**config.mk**
```make
export PLATFORM = sky130hd
export DESIGN_NAME = fa_self_tester
export DESIGN_NICKNAME = d
export VERILOG_FILES = /design/src/rtl/fa_self_tester.sv
export SDC_FILE = /design/constraint.sdc
export NUM_CORES = 1
export LEC_CHECK = 0
export CAP_MARGIN = 25
export CELL_PAD_IN_SITES_DETAIL_PLACEMENT = 0
export CELL_PAD_IN_SITES_GLOBAL_PLACEMENT = 1
export CORE_MARGIN = 2
export CORE_UTILIZATION = 41
export CTS_CLUSTER_SIZE = 30
export DETAILED_ROUTE_END_ITERATION = 12
export PLACE_DENSITY_LB_ADDON = 0.1
export SKIP_LAST_GASP = 1
export SLEW_MARGIN = 25
export SYNTH_ARGS = -nofsm -noshare
export SYNTH_HDL_FRONTEND = slang
export SYNTH_SLANG_ARGS = --single-unit
```
**constraint.sdc**
```tcl
create_clock -name Clk -period 2.3 [get_ports Clk]
set_input_delay 0.575 -clock Clk [delete_from_list [all_inputs] [get_ports Clk]]
set_output_delay 0.575 -clock Clk [all_outputs]
set_load 0.02 [all_outputs]
```
**src/rtl/fa_self_tester.sv**
```systemverilog
// Built-in self tester for a 1-bit full adder.
// Walks all eight input vectors and reports error count and first failure.
module fa_self_tester #(
  parameter int unsigned SETTLE_CYC = 2
) (
  input  logic       Clk,
  input  logic       Rst_n,
  input  logic       Start,
  output logic       FA_A,
  output logic       FA_B,
  output logic       Cin,
  input  logic       FA_S,
  input  logic       Cout,
  output logic       Busy,
  output logic       Done,
  output logic       Pass,
  output logic [3:0] ErrCount,
  output logic       FailValid,
  output logic [2:0] FirstFailVec
);

  typedef enum logic [1:0] {
    IDLE,
    SETTLE,
    CHECK,
    DONE
  } state_t;

  localparam logic [3:0] SetLast = 4'(SETTLE_CYC - 1);

  state_t     state_q;
  logic [2:0] v_q;
  logic [3:0] cnt_q;
  logic       a_q;
  logic       b_q;
  logic       c_q;
  logic       busy_q;
  logic       done_q;
  logic       pass_q;
  logic [3:0] err_q;
  logic       fv_q;
  logic [2:0] ffv_q;

  logic       exp_s;
  logic       exp_c;
  logic       mis;
  logic [3:0] err_d;
  logic [2:0] v_d;

  // Response is only consumed in CHECK, so glitches in SETTLE are harmless.
  always_comb begin
    exp_s = a_q ^ b_q ^ c_q;
    exp_c = (a_q & b_q) | (a_q & c_q) | (b_q & c_q);
    mis   = (FA_S != exp_s) || (Cout != exp_c);
    err_d = (mis && err_q != 4'd8) ? err_q + 4'd1 : err_q;
    v_d   = v_q + 3'd1;
  end

  always_ff @(posedge Clk or negedge Rst_n) begin
    if (!Rst_n) begin
      state_q <= IDLE;
      v_q     <= '0;
      cnt_q   <= '0;
      a_q     <= 1'b0;
      b_q     <= 1'b0;
      c_q     <= 1'b0;
      busy_q  <= 1'b0;
      done_q  <= 1'b0;
      pass_q  <= 1'b0;
      err_q   <= '0;
      fv_q    <= 1'b0;
      ffv_q   <= '0;
    end else begin
      done_q <= 1'b0;
      unique case (state_q)
        IDLE: begin
          if (Start) begin
            state_q <= SETTLE;
            v_q     <= '0;
            cnt_q   <= '0;
            a_q     <= 1'b0;
            b_q     <= 1'b0;
            c_q     <= 1'b0;
            busy_q  <= 1'b1;
            pass_q  <= 1'b0;
            err_q   <= '0;
            fv_q    <= 1'b0;
            ffv_q   <= '0;
          end
        end
        SETTLE: begin
          if (cnt_q == SetLast) begin
            state_q <= CHECK;
          end else begin
            cnt_q <= cnt_q + 4'd1;
          end
        end
        CHECK: begin
          err_q <= err_d;
          if (mis && !fv_q) begin
            fv_q  <= 1'b1;
            ffv_q <= v_q;
          end
          if (v_q == 3'd7) begin
            state_q <= DONE;
            done_q  <= 1'b1;
            busy_q  <= 1'b0;
            pass_q  <= (err_d == 4'd0);
            a_q     <= 1'b0;
            b_q     <= 1'b0;
            c_q     <= 1'b0;
          end else begin
            state_q <= SETTLE;
            v_q     <= v_d;
            cnt_q   <= '0;
            {c_q, a_q, b_q} <= v_d;
          end
        end
        DONE: begin
          state_q <= IDLE;
        end
      endcase
    end
  end

  assign FA_A         = a_q;
  assign FA_B         = b_q;
  assign Cin          = c_q;
  assign Busy         = busy_q;
  assign Done         = done_q;
  assign Pass         = pass_q;
  assign ErrCount     = err_q;
  assign FailValid    = fv_q;
  assign FirstFailVec = ffv_q;

endmodule

```
Yosys cells after proc, flatten, opt, wreduce, memory -nomap -nowiden
Cells that the tools add are included.
{ "op_classes": {"n_reduce_logical": 14, "bitwise": 7, "mux": 31, "addsub": 3, "eq_ne": 14} }
{ "op_table": {"columns": ["cell", "n"], "rows": [
  ["$mux 4", 4],
  ["$ne 2x2->1 const B", 6],
  ["$pmux 1 s2", 6],
  ["$pmux 3 s2", 2],
  ["$pmux 4 s3", 1],
  ["$mux 1", 10],
  ["$mux 3", 3],
  ["$reduce_and 3->1", 3],
  ["$add 4x1->4 const B", 2],
  ["$pmux 2 s4", 1],
  ["$pmux 4 s2", 1],
  ["$mux 2", 3],
  ["$eq 2x2->1 const B", 2],
  ["$eq 4x1->1 const B", 1],
  ["$logic_not 4->1", 1],
  ["$ne 4x4->1 const B", 1],
  ["$reduce_and 2->1", 2],
  ["$reduce_and 4->1", 1],
  ["$add 3x1->3 const B", 1],
  ["$and 1x1->1", 3],
  ["$eq 3x3->1 const B", 1],
  ["$reduce_bool 3->1", 1],
  ["$eq 2x1->1 const B", 1],
  ["$logic_and 1x1->1", 2],
  ["other kinds (7)", 10]
]} }
{ "word_totals": {"reg_bits": 23, "elab_cells": 81, "inputBits": 5, "out_inout_bits": 14} }

Depth between registers and ports, before layout
Gate-level depths: netlist of run 1.
{ "logic_depth": {"word_depth": 10, "mapped_depth": 7, "ltp_nobuf": 6} }

Least setup slack after synthesis of run 1
No wires, ideal clock.
{ "synth_path": {"path_kind": "reg-to-reg", "start": "register a_q (netlist: FA_A)", "end": "register err_q[0] (netlist: ErrCount[0])", "setup_time_ps": 121, "synth_period_minus_slack_ps": 2137, "path_slack_ps": 163, "path_buffers": 0, "path_stages_with_launch": 7, "t_required_ps": 2179, "arrival_time_ps": 2016, "path_cell_list": "dfrtp_1 -> inv_1 -> fa_1 -> xnor2_1 -> o22ai_1 -> mux2_2 -> a22o_1"} }
{ "synth_via": {"elab_chain_len": 8, "word_cells_on_any_way": 12, "classes_between": "eq/ne: 2; mux: 2; bitwise: 6; reduce/logical: 2"} }
{ "synth_lines": {"columns": ["item", "line", "source"], "rows": [
  ["from (decl)", "34", "logic a_q;"],
  ["from (signal assigned)", "116", "{c_q, a_q, b_q} <= v_d;"],
  ["$and 1x1->1", "53", "exp_c = (a_q & b_q) | (a_q & c_q) | (b_q & c_q);"],
  ["$or 1x1->1 (2 in series)", "53", null],
  ["$ne 1x1->1", "54", "mis = (FA_S != exp_s) || (Cout != exp_c);"],
  ["$logic_or 1x1->1 *", "54", null],
  ["$logic_and 1x1->1 *", "55", "err_d = (mis && err_q != 4'd8) ? err_q + 4'd1 : err_q;"],
  ["$mux 4 *", "55", null],
  ["$pmux 4 s2 *", "75", "unique case (state_q)"],
  ["to (signal assigned)", "99", "err_q <= err_d;"],
  ["to (decl)", "40", "logic [3:0] err_q;"]
]} }
Mark *: on every way between the ends. The rest lies on a longest branch, timed or not.
A chain may end at the register's enable or synchronous reset.

Worst setup path in the final report of run 1
{ "layout_path": {"start": "register a_q (netlist: FA_A)", "end": "register ffv_q[2] (netlist: FirstFailVec[2])"} }
{ "layout_via": {"elab_chain_len": 8, "word_cells_on_any_way": 12, "classes_between": "eq/ne: 3; bitwise: 6; reduce/logical: 3"} }
{ "layout_lines": {"columns": ["item", "line", "source"], "rows": [
  ["$and 1x1->1", "53", null],
  ["$or 1x1->1 (2 in series)", "53", null],
  ["$ne 1x1->1", "54", null],
  ["$logic_or 1x1->1 *", "54", null],
  ["$logic_and 1x1->1 *", "100", "if (mis && !fv_q) begin"],
  ["$ne 2x2->1 (no source line) *", null, null],
  ["$reduce_and 3->1 (no source line) *", null, null],
  ["to (signal assigned)", "102", "ffv_q <= v_q;"],
  ["to (decl)", "42", "logic [2:0] ffv_q;"]
]} }
Marks and branches as above.

==> results of run 1 <==
flip-flops by register name, summed over array words and instances, names as in the netlist:
signal        count
Busy              1
Cin               1
Done              1
ErrCount          4
FA_A              1
FA_B              1
FailValid         1
FirstFailVec      3
Pass              1
cnt_q             4
state_q           2
v_q               3
cell usage after synthesis, types with 2 or more instances:
library cell	n	area (µm²)
clkbuf_1	3	11.3
o31ai_1	2	15.0
o21bai_1	2	15.0
ha_1	6	75.1
a21oi_1	2	10.0
nand2_1	8	30.0
a22o_1	8	70.1
and3_1	2	12.5
dfrtp_1	23	576
nand2b_1	3	18.8
inv_1	12	45.0
nand3b_1	3	22.5
nor2_1	8	30.0
a21o_1	2	15.0
mux2_2	3	33.8
mux2i_1	6	60.1
o21ai_0	6	30.0
xnor2_1	2	17.5
nand3_1	3	15.0
xor2_1	2	17.5
critical path, stage by stage (launching register included):
cell     delay, ns
dfrtp_1       0.41
inv_1         0.07
fa_1          0.48
xnor2_1       0.35
nor2_1        0.11
or3b_1        0.45
mux2i_1       0.16
power by group through the flow:
stage	Combinational, µW	Sequential [µW]	Clock [µW]
2_1_floorplan	538	693	0
3_3_place_gp	817	708	0
3_5_place_dp	831	710	0
4_1_cts	835	702	198
5_1_grt	929	729	222
6_report	827	702	196
final cells by class:
| type | instances | area share |
|---|---|---|
| multi-input combinational | 81 | 0.396 |
| sequential | 23 | 0.384 |
| timing repair buffer | 23 | 0.145 |
| inverter | 12 | 0.0301 |
| tap | 31 | 0.0259 |
| clock buffer | 3 | 0.0150 |
| clock inverter | 1 | 0.00334 |
how the worst max path moves through the flow:
stage | end | slack (ns) | cells after the start
3_3_place_gp | FirstFailVec[0] | 0.18 | 5
4_1_cts | FirstFailVec[2] | 0.13 | 6
2_1_floorplan | ErrCount[0] | 0.16 | 6
5_1_grt | FirstFailVec[2] | 0.08 | 6
3_5_place_dp | FirstFailVec[2] | 0.13 | 5
6_report | FirstFailVec[2] | 0.17 | 6
routing by layer:
layer | wire length, µm | share of wire
met5 | 0 | 0
met4 | 16 | 0.0065
met2 | 1100 | 0.45
met1 | 1270 | 0.51
met3 | 84 | 0.034
cell families (layout without fill, tap and decap cells):
group,count (synthesis),after routing
buf+inv,16,39
fa+ha+maj,7,7
simple gates,34,34
flops,23,23
xor+xnor,4,4
compound gates,27,27
mux,9,9
placed cells by master, fill, tap and decap left out, types with 2 or more instances in the layout:
cell	n
o21bai_1	2
nand2b_1	3
nor2_1	8
o31ai_1	2
xor2_1	2
buf_4	5
clkbuf_4	3
ha_1	6
a22o_1	8
mux2_2	3
mux2i_1	6
dfrtp_1	23
and3_1	2
nand3b_1	3
a21oi_1	2
a21o_1	2
o21ai_0	6
inv_1	12
nand3_1	3
xnor2_1	2
nand2_1	8
clkdlybuf4s50_1	18
metrics by stage:
stage | cells | cell area (µm²) | power (µW) | util | setup WS, ns
after floorplan | 120 | 1230 | 1230 | - | 0.163
after detailed placement | 170 | 1470 | 1540 | 0.525 | 0.131
after global placement | 170 | 1470 | 1530 | 0.525 | 0.183
final | 174 | 1500 | 1720 | 0.534 | 0.165
after CTS | 174 | 1500 | 1730 | 0.534 | 0.132
after global routing | 174 | 1500 | 1880 | 0.534 | 0.0806
==> metrics.csv, run 1 <==
metric;value;unit
run_status;complete, but fails checks;
violations;design-rule violations;
syn_nets;132;
rsz0062_at_grt;no;
power_density;1150;nW/µm²
rows;19;
min_to;Pass;
viasPerCell;5.31;
yosysWarnings;0;
maxSlewViolCount;0;
ys_seq_area_frac;0.467;
ys.flop_type;dfrtp_1;
ant_nets;0;
wl_per_cell;14.2;µm
drive_above_1_share;0.105;
grt_pass1_vias;945;
synth_top_family_by_area;compound AO/OA/AOI/OAI gates;
clk_latency;0.32;ns
clock_sink_count;23;
synth_seq_cells;23;
holdPathStages;2;
seq_power_share;0.407;
cts_resized;0;
yosysUniqueCellTypes;34;
antenna_found_initial;0;
cp_max_fo;4;
p_leak;0.000718;µW
antenna_cells;0;
fmax;0.468;GHz
worst_pin_slew;0.453;ns
fin_crit_sh;0.928;
startpoint;FA_A;
synth_compound_area_frac;0.157;
use_met1;0.246;
hp-class;reg -> reg;
finalSetupTns;0;ns
grt_pass1_wl;4360;µm
grt.busiest_layer;met2;
htree_levels;1;
numPortBuffers;18;
clk_pin_slew;0.14;ns
use_met3;0.0264;
place_congestion;0.813;
grt_usage;0.167;
root_buffer;clkbuf_4;
syn_inst;120;
setup_viol;0;
cap_violations;0;
multi_input_area;594;µm²
min_from;Pass;
sw_frac_of_total;0.420;
hpwl;1820;µm
drt-initial-drc-count;15;
arrival;2.35;ns
switchingPower;724;µW
die_area;3460;µm²
hold_buffers;0;
required;2.51;ns
muxShareOfSynthArea;0.0762;
synthSimpleGateAreaFrac;0.144;
fillers;266;
vdd_drop_max;0.000474;V
overflow;0;
path_class;reg -> reg;
synth-edff-count;0;
hold_slack;0.542;ns
start_kind;register;
critPathCaptureType;register;
core_area;2810;µm²
use_met2;0.254;
reg2reg_slack;0.17;ns
io_pins;19;
synth_fa_ha_area_frac;0.0772;
r2r-start;FA_A;
fin_nets;156;
firstDrtPassIters;8;
clock_power_share;0.113;
die_width;58.8;µm
grt_max_degree;24;
area_growth;21.7;%
fin_skew;0.00304;ns
drt_wl_total;2480;µm
die-height;58.8;µm
reg2reg_to;FirstFailVec[2];
cts_buffers;3;
postSynthAreaPerCell;10.3;µm²
regArea;576;µm²
ctsLongestPathBuffers;2;
async_flop_share;1.00;
finalCriticalPeriod;2.13;ns
tritoncts;done;
max-slew-margin-rel;0.698;
num_vias;924;
cts_setup_buffers;0;
synthXorXnorAreaFrac;0.0285;
netlist_area;1230;µm²
drc;2;
hold_viol;0;
start_util;0.439;
p_int;1000;µW
reg2reg_depth;6;
pwr-share-comb;0.479;
(Power assumes the default switching activity.)
==> run 2, diff against run 1 <==
--- a/config.mk
+++ b/config.mk
@@ -9,7 +9,7 @@
 export CELL_PAD_IN_SITES_DETAIL_PLACEMENT = 0
 export CELL_PAD_IN_SITES_GLOBAL_PLACEMENT = 1
 export CORE_MARGIN = 2
-export CORE_UTILIZATION = 41
+export CORE_UTILIZATION = 37
 export CTS_CLUSTER_SIZE = 30
 export DETAILED_ROUTE_END_ITERATION = 12
 export PLACE_DENSITY_LB_ADDON = 0.1
==> constraint.sdc (replaced) <==
create_clock -name Clk -period 1.8 [get_ports Clk]
set_input_delay 0.45 -clock Clk [delete_from_list [all_inputs] [get_ports Clk]]
set_output_delay 0.45 -clock Clk [all_outputs]
set_load 0.02 [all_outputs]
==> metrics.csv, run 2 (synthesis gave the netlist of run 1 again) <==
metric;value;unit;change
run_status;complete, but fails checks;;
violations;negative setup slack;;
start_kind;register;;
maxSlewViolCount;0;;unchanged
crit_path_top_delay_cell;fa_1;;
wl_per_cell;13.8;µm;-2.8%
antenna_found_initial;0;;unchanged
viasPerCell;4.93;;-7.1%
arrival;2.17;ns;-0.18 ns
fin_nets;164;;+5.1%
root_buffer;clkbuf_4;;
area_growth;32.1;%;
multi_input_area;634;µm²;+6.7%
clk_pin_slew;0.13;ns;about the same
grt_usage;0.171;;+0.00337
max-slew-margin-rel;0.785;;+0.0865
finalNonFillerCells;195;;+12%
critPathCaptureType;register;;
hold_slack;0.472;ns;-0.0695 ns
dp.cells;191;;+12%
layout_commonest_cell;dfrtp_1;;
vdd_drop_max;0.000679;V;+43%
fmax;0.511;GHz;+9.1%
die_area;3810;µm²;+10%
power_density;1430;nW/µm²;+25%
finalSetupTns;-1.12;ns;-1.12 ns
p_leak;0.000863;µW;+20%
finalCriticalPeriod;1.96;ns;-0.178 ns
drt_wl_total;2700;µm;+9.0%
p_int;1360;µW;+36%
place_congestion;0.779;;-4.2%
crit_buf_inv;1;;unchanged
dp_slack;-0.190;ns;-0.320 ns
drt-initial-drc-count;25;;+10
cap_violations;0;;unchanged
sw_frac_of_total;0.416;;-0.00423
grt_pass1_wl;4640;µm;+6.5%
numPortBuffers;18;;unchanged
fin_crit_sh;1.09;;+0.159
cts_buffers;3;;unchanged
worstPathCellList;inv_2 > fa_1 > xnor2_2 > o22ai_2 > mux2_4 > a22o_1;;
final_cell_mix;18 x dfrtp_1, 13 x buf_4, 9 x inv_1;;
path_class;reg -> reg;;
seq_power_share;0.355;;-0.052
overflow;0;;unchanged
hpwl;2000;µm;+10%
clock_power_share;0.102;;-0.011
cp_max_fo;4;;unchanged
grt_max_degree;24;;unchanged
tritoncts;done;;
htree_levels;1;;unchanged
num_vias;962;;+4.1%
fin_util;0.524;;-0.0101
cpPeakStageDelay;0.51;ns;+0.03 ns
fin_skew;0.0109;ns;+0.00785 ns
fillers;320;;+20%
drc;0;;-2
die_width;61.7;µm;+4.9%
die-height;61.7;µm;+4.9%
clock_sink_count;23;;unchanged
worst_slack;-0.156;ns;-0.322 ns
io_pins;19;;unchanged
rows;20;;+1
worst_pin_slew;0.321;ns;-0.131 ns
required;2.02;ns;-0.49 ns
drive_above_1_share;0.245;;+0.140
setup_viol;8;;+8
ctsLongestPathBuffers;2;;unchanged
switchingPower;970;µW;+34%
antenna_cells;0;;unchanged
hp-class;in -> async;;
clk_latency;0.31;ns;about the same
regArea;582;µm²;+1.1%
grt_pass1_vias;1046;;+11%
crit_family;adder cells;;
rsz0062_at_grt;yes;;
core_area;3100;µm²;+11%
start_util;0.397;;-0.0421
cts_setup_buffers;0;;unchanged
ant_nets;0;;unchanged
firstDrtPassIters;4;;-4
pwr-share-comb;0.544;;+0.065
hold_viol;0;;unchanged
-- run 2: worst reg2reg max path: cells and delay by family, from the launching register on --
| family | cells | cell delay (ns) |
|---|---|---|
| adders and majority gates | 1 | 0.51 |
| DFF | 1 | 0.38 |
| AOI/OAI and AO/OA | 2 | 0.33 |
| muxes | 1 | 0.31 |
| xor gates and xnor gates | 1 | 0.30 |
| buffers and inverters | 1 | 0.04 |
-- run 2: through the flow --
| stage | power (µW) | area [µm²] |
|---|---|---|
| finish | 2330 | 1630 |
| floorplan | 1630 | 1260 |
| detailed placement | 2110 | 1580 |
| global placement | 2080 | 1580 |
| global route | 2550 | 1630 |
| CTS | 2350 | 1600 |
-- run 2: layout make-up --
cell class              count  share of cell area
clock buffers               4              0.0162
inverters                  12              0.0277
multi-input cells          81               0.390
flip-flops and latches     23               0.358
well taps                  44              0.0338
repair buffers             31               0.175
-- run 2: path summary, 6_finish.rpt --
kind / start / end / slack, ns / depth (start not counted)
max reg2reg: Cin / ErrCount[0] / -0.16 / 6
max in group asynchronous: Rst_n / Cin / 1.07 / 2
min in group Clk: FirstFailVec[1] / FirstFailVec[1] / 0.54 / 2
min: Rst_n / Done / 0.47 / 2
min reg2reg: FirstFailVec[1] / FirstFailVec[1] / 0.54 / 2
max: Cin / ErrCount[0] / -0.16 / 6
-- run 2: timing repair --
action                                  in CTS  in global routing
hold buffers                                 0                  0
pin swaps                                    1                  2
resized for setup                            9                  9
endpoints found under the setup margin      15                 14
-- run 2: metal layers --
| layer | global-route usage | wire length, µm | up-vias |
|---|---|---|---|
| met5 | 0 | 0 | - |
| met4 | 0.0638 | 42 | 0 |
| met1 | 0.228 | 1320 | 465 |
| li1 | - | - | 475 |
| met2 | 0.278 | 1240 | 17 |
| met3 | 0.0273 | 99 | 5 |
-- run 2: power groups by stage --
stage | Clock (µW) | Combinational, µW | Sequential, µW
4_1_cts | 248 | 1280 | 824
5_1_grt | 279 | 1410 | 853
6_report | 237 | 1270 | 827
3_5_place_dp | 0 | 1280 | 831
2_1_floorplan | 0 | 740 | 892
3_3_place_gp | 0 | 1270 | 818
